File: config.mk
export PLATFORM = sky130hd
export DESIGN_NAME = if_id_stage_buf_flat
export DESIGN_NICKNAME = d
export VERILOG_FILES = /design/src/rtl/if_id_stage_buf_if.sv /design/src/rtl/if_id_stage_buf.sv /design/src/flat_wrapper.sv
export SDC_FILE = /design/constraint.sdc
export NUM_CORES = 1
export LEC_CHECK = 0
export CORE_ASPECT_RATIO = 0.9
export CORE_UTILIZATION = 35
export DETAILED_ROUTE_END_ITERATION = 7
export GPL_TIMING_DRIVEN = 0
export HOLD_SLACK_MARGIN = 0.03
export PLACE_DENSITY = 0.72
export SYNTH_ARGS = -nofsm -noshare
export SYNTH_HDL_FRONTEND = slang
export SYNTH_SLANG_ARGS = --single-unit
File: constraint.sdc
create_clock -name clk -period 3.5 [get_ports clk]
set_input_delay 0.7 -clock clk [delete_from_list [all_inputs] [get_ports clk]]
set_output_delay 0.7 -clock clk [all_outputs]
set_load 0.005 [all_outputs]
File: src/rtl/if_id_stage_buf_if.sv
// if_id_stage_buf_if: valid/ready beat bus carrying PC, instruction and sideband.
interface if_id_stage_buf_if #(
    parameter int PC_W    = 32,
    parameter int INSTR_W = 32,
    parameter int SIDE_W  = 4
);
    logic               valid;
    logic               ready;
    logic [PC_W-1:0]    pc;
    logic [INSTR_W-1:0] instr;
    logic [SIDE_W-1:0]  side;
    modport master (output valid, pc, instr, side, input ready);
    modport slave (input valid, pc, instr, side, output ready);
endinterface

File: src/rtl/if_id_stage_buf.sv
// if_id_stage_buf: elastic IF/ID stage with valid/ready on both sides and flush.
// Define IF_ID_SKID_EN for the two-entry skid build with a registered in_ready.
module if_id_stage_buf #(
    parameter int                 PC_W      = 32,
    parameter int                 INSTR_W   = 32,
    parameter int                 SIDE_W    = 4,
    parameter logic [PC_W-1:0]    RESET_PC  = 32'h3000,
    parameter logic [INSTR_W-1:0] NOP_INSTR = '0
) (
    input  logic              clk,
    input  logic              rstn,
    input  logic              flush_i,
    if_id_stage_buf_if.slave  fetch_i,
    if_id_stage_buf_if.master decode_o,
    output logic [1:0]        occupancy_o
);
`ifdef IF_ID_SKID_EN
    typedef enum logic [1:0] {EMPTY = 2'd0, ONE = 2'd1, TWO = 2'd2} state_e;
`else
    typedef enum logic [1:0] {EMPTY = 2'd0, ONE = 2'd1} state_e;
`endif
    state_e             state_q;
    logic [PC_W-1:0]    m_pc_q;
    logic [INSTR_W-1:0] m_instr_q;
    logic [SIDE_W-1:0]  m_side_q;
    logic               accept;
    logic               drain;
`ifdef IF_ID_SKID_EN
    logic               in_ready_q;
    logic [PC_W-1:0]    s_pc_q;
    logic [INSTR_W-1:0] s_instr_q;
    logic [SIDE_W-1:0]  s_side_q;
    assign fetch_i.ready = in_ready_q;
`else
    assign fetch_i.ready = state_q == EMPTY || decode_o.ready;
`endif
    assign accept         = fetch_i.valid && fetch_i.ready;
    assign drain          = decode_o.valid && decode_o.ready;
    assign decode_o.valid = state_q != EMPTY;
    assign decode_o.pc    = m_pc_q;
    assign decode_o.instr = m_instr_q;
    assign decode_o.side  = m_side_q;
    assign occupancy_o    = state_q;
    // M is loaded directly when it is free or being drained; otherwise the beat parks in S.
    always_ff @(posedge clk) begin
        if (!rstn) begin
            state_q   <= EMPTY;
            m_pc_q    <= RESET_PC;
            m_instr_q <= NOP_INSTR;
            m_side_q  <= '0;
`ifdef IF_ID_SKID_EN
            in_ready_q <= 1'b1;
            s_pc_q     <= '0;
            s_instr_q  <= '0;
            s_side_q   <= '0;
`endif
        end else if (flush_i) begin
            state_q   <= EMPTY;
            m_instr_q <= NOP_INSTR;
            m_side_q  <= '0;
`ifdef IF_ID_SKID_EN
            in_ready_q <= 1'b1;
`endif
        end else if (accept && (state_q == EMPTY || drain)) begin
            state_q   <= ONE;
            m_pc_q    <= fetch_i.pc;
            m_instr_q <= fetch_i.instr;
            m_side_q  <= fetch_i.side;
`ifdef IF_ID_SKID_EN
        end else if (accept) begin
            state_q    <= TWO;
            in_ready_q <= 1'b0;
            s_pc_q     <= fetch_i.pc;
            s_instr_q  <= fetch_i.instr;
            s_side_q   <= fetch_i.side;
        end else if (drain && state_q == TWO) begin
            state_q    <= ONE;
            in_ready_q <= 1'b1;
            m_pc_q     <= s_pc_q;
            m_instr_q  <= s_instr_q;
            m_side_q   <= s_side_q;
`endif
        end else if (drain) begin
            state_q <= EMPTY;
        end
    end
endmodule

File: src/flat_wrapper.sv
// flat-port wrapper written by rule: the top's interface ports become plain ports
module if_id_stage_buf_flat 
#(
    parameter int                 PC_W      = 32,
    parameter int                 INSTR_W   = 32,
    parameter int                 SIDE_W    = 4,
    parameter logic [PC_W-1:0]    RESET_PC  = 32'h3000,
    parameter logic [INSTR_W-1:0] NOP_INSTR = '0
)
  (clk, rstn, flush_i, occupancy_o, fetch_i_valid, fetch_i_pc, fetch_i_instr, fetch_i_side, fetch_i_ready, decode_o_valid, decode_o_pc, decode_o_instr, decode_o_side, decode_o_ready);
  if_id_stage_buf_if #(.PC_W(PC_W), .INSTR_W(INSTR_W), .SIDE_W(SIDE_W)) fetch_i_i ();
  if_id_stage_buf_if #(.PC_W(PC_W), .INSTR_W(INSTR_W), .SIDE_W(SIDE_W)) decode_o_i ();
  input  logic clk;
  input  logic rstn;
  input  logic flush_i;
  output logic [1:0] occupancy_o;
  input wire logic [$bits(fetch_i_i.valid)-1:0] fetch_i_valid;
  input wire logic [$bits(fetch_i_i.pc)-1:0] fetch_i_pc;
  input wire logic [$bits(fetch_i_i.instr)-1:0] fetch_i_instr;
  input wire logic [$bits(fetch_i_i.side)-1:0] fetch_i_side;
  output wire logic [$bits(fetch_i_i.ready)-1:0] fetch_i_ready;
  output wire logic [$bits(decode_o_i.valid)-1:0] decode_o_valid;
  output wire logic [$bits(decode_o_i.pc)-1:0] decode_o_pc;
  output wire logic [$bits(decode_o_i.instr)-1:0] decode_o_instr;
  output wire logic [$bits(decode_o_i.side)-1:0] decode_o_side;
  input wire logic [$bits(decode_o_i.ready)-1:0] decode_o_ready;
  assign fetch_i_i.valid = fetch_i_valid;
  assign fetch_i_i.pc = fetch_i_pc;
  assign fetch_i_i.instr = fetch_i_instr;
  assign fetch_i_i.side = fetch_i_side;
  assign fetch_i_ready = fetch_i_i.ready;
  assign decode_o_valid = decode_o_i.valid;
  assign decode_o_pc = decode_o_i.pc;
  assign decode_o_instr = decode_o_i.instr;
  assign decode_o_side = decode_o_i.side;
  assign decode_o_i.ready = decode_o_ready;
  if_id_stage_buf #(.PC_W(PC_W), .INSTR_W(INSTR_W), .SIDE_W(SIDE_W), .RESET_PC(RESET_PC), .NOP_INSTR(NOP_INSTR)) u_core (.clk(clk), .rstn(rstn), .flush_i(flush_i), .fetch_i(fetch_i_i), .decode_o(decode_o_i), .occupancy_o(occupancy_o));
endmodule
==> out/qor.yml, run 1 <==
instances_no_fill: 568
power_mw: 1.75
drive_above_1_share_pct: 14.8
hp-start: "u_core.decode_o.instr[25]$_SDFFE_PP0P_"
gr-total-overflow: 0
grt_max_degree: 12
ys_ff_latch: 69
die_w_um: 97.1
nNetsFinal: 540
syn2layout_area_growth_pct: 60.9
finalCritPeriodShare_pct: 85.8
start_util_pct: 37.0
grt_pass1_vias: 2762
insertion_delay_ns: 0.33
n_fill_cell: 696
track_usage_pct: 18.8
startpoint_type: "primary input"
setup_ws_ns: 0.496
p_per_area_mw_per_mm2: 382
reg2reg_to: "u_core.decode_o.pc[8]$_SDFFE_PN0P_"
rsz0062_at_grt: "false"
netlist_area_mm2: 0.00285
root_buffer: "clkbuf_8"
cts_resized: 0
die_h_um: 87.6
routed_wl_mm: 7.88
yosysWarnings: 0
diodes: 0
num_vias: 2748
area.sequential_mm2: 0.00138
period_minus_slack_ns: 3.00
cts_hold_buf: 0
clk_path_buf_depth: 2
maxCapViolations: 0
post_cts_buffers: 0
path_clk_slew_ns: 0.07
postRouteAntennaNets: 0
min_to: "u_core.decode_o.instr[25]$_SDFFE_PP0P_"
yosysUniqueCellTypes: 20
reg2reg_slack_ns: 2.14
status: "complete, no violations"
dp_hpwl_mm: 6.03
dp_slack_ns: 0.504
worst-setup-path-type: "primary input to output port"
irDropWorstVdd_uv: 239
grt_pass1_wl_mm: 12.8
portBuffers: 142
wl_per_cell_um: 13.9
syn_inst: 314
syn_avg_cell_area_um2: 9.07
syn_nets: 387
multi_input_area_mm2: 0.00125
die-area_mm2: 0.00850
cts_tree: "yes"
end_kind: "output port"
drtPass1Iterations: 6
stdcell_area_mm2: 0.00458
final_core_util_pct: 59.5
final.setup.tns_ns: 0
finalClockSkew_ns: 0.00931
p_leak_nw: 1.70
cts_buffers: 9
drc: 0
cp_data_arrival_time_ns: 2.30
globalplace.congestion: 0.797
num_rows: 30
cp.required_ns: 2.80
timing.fmax_mhz: 333
ys_seq_area_share_pct: 48.5
dp.cells: 552
slew_viol_final: 0
hold_path_class: "register to register"
placed_cell_area_mm2: 0.00439
r2r_start: "u_core.occupancy_o[0]$_SDFFE_PP0P_"
ios: 145
drtIter0Drc: 34
cts.sinks: 69
antenna_found_initial: 0
hold_viol: 0
hold_slack_ns: 0.457
core_area_mm2: 0.00769
setup_viol: 0
viasPerCell: 4.84
r2r_cells: 5
hold_depth: 2
htreeDepth: 3
crit_fanout: 10
-- cell usage in the layout (no fill, tap or decap), drive strengths merged, types with 3 or more instances in the layout --
master,count
mux2i,30
buf,24
inv,3
o21ai,38
clkdlybuf4s50,142
nand4,36
nand2,96
clkbuf,21
dfxtp,69
-- metal layers --
layer	part of all wire [%]	global-route usage, %	vias to the layer above
met5	0	0	-
li1	-	-	1375
met3	6.7	6.54	21
met4	3.2	8.68	0
met2	47	30.5	90
met1	43	22.7	1262
-- critical path: stages --
cell	delay, ns
clkdlybuf4s50_1	0.47
nor2b_2	0.04
buf_6	0.12
inv_2	0.05
buf_4	0.16
buf_2	0.22
clkdlybuf4s50_1	0.53
-- flip-flops by register name (all words and copies together), names as in the netlist --
register	cells
u_core.decode_o.side	4
u_core.occupancy_o	1
u_core.decode_o.pc	32
u_core.decode_o.instr	32
-- worst max path at each step --
stage                   start            end  slack [ns]  depth (start not counted)
6_report       decode_o_ready  fetch_i_ready        0.50                          7
5_1_grt        decode_o_ready  fetch_i_ready        0.41                          7
4_1_cts        decode_o_ready  fetch_i_ready        0.49                          7
3_5_place_dp   decode_o_ready  fetch_i_ready        0.50                          7
3_3_place_gp   decode_o_ready  fetch_i_ready        0.52                          7
2_1_floorplan  decode_o_ready  fetch_i_ready        1.56                          5
-- power by group --
part / internal [mW] / switching [mW] / total [mW]
Combinational: 0.172 / 0.111 / 0.283
Clock: 0.347 / 0.282 / 0.629
Sequential: 0.819 / 0.0172 / 0.836
-- cell usage after synthesis --
| library cell | count | share of area [%] |
|---|---|---|
| nand2_1 | 96 | 13 |
| mux2i_1 | 30 | 11 |
| inv_2 | 1 | 0.13 |
| clkbuf_1 | 9 | 1.2 |
| and2_1 | 1 | 0.22 |
| nor2b_1 | 1 | 0.22 |
| nand4_1 | 36 | 7.9 |
| o21ai_0 | 8 | 1.4 |
| nor2b_2 | 1 | 0.31 |
| conb_1 | 1 | 0.13 |
| nor2_1 | 1 | 0.13 |
| buf_6 | 5 | 2.0 |
| dfxtp_1 | 69 | 49 |
| buf_4 | 8 | 2.1 |
| inv_1 | 2 | 0.26 |
| nand2b_1 | 1 | 0.22 |
| o311ai_0 | 2 | 0.62 |
| o21a_1 | 1 | 0.26 |
| o21ai_2 | 30 | 9.2 |
| buf_2 | 11 | 1.9 |
-- cell families (layout without fill, tap and decap cells) --
group	Yosys count	count (layout)	share of synthesized area (%)
mux	30	30	10.5
simple gates	137	137	21.7
flops	69	69	48.5
buf+inv	36	194	7.60
compound gates	41	41	11.5
other cells	1	1	0.132
-- cell type report --
class	count	area share (%)
buffer	33	4.48
clock buffer	12	3.17
clock inverter	4	1.04
inverter	3	0.246
multi-input combinational	209	27.3
sequential	69	30.2
tap	96	2.62
timing repair buffer	142	31.0
Power figures use the tool's default switching activity.
==> inputs of run 2 (changes only) <==
Settings changed: GPL_ROUTABILITY_DRIVEN set to 1.
Clock period 3.5 ns to 3.2 ns, I/O delays scaled along.
==> results of run 2 <==
Same layout as run 1 (identical final DEF). Status: complete, no violations.
Main changes from that run: setup slack after placement 0.504 ns -> 0.324 ns; setup slack after layout 0.496 ns -> 0.316 ns; register-to-register setup slack 2.14 ns -> 1.84 ns; total power 1.75 mW -> 1.91 mW; worst IR drop on VDD 239 uV -> 262 uV
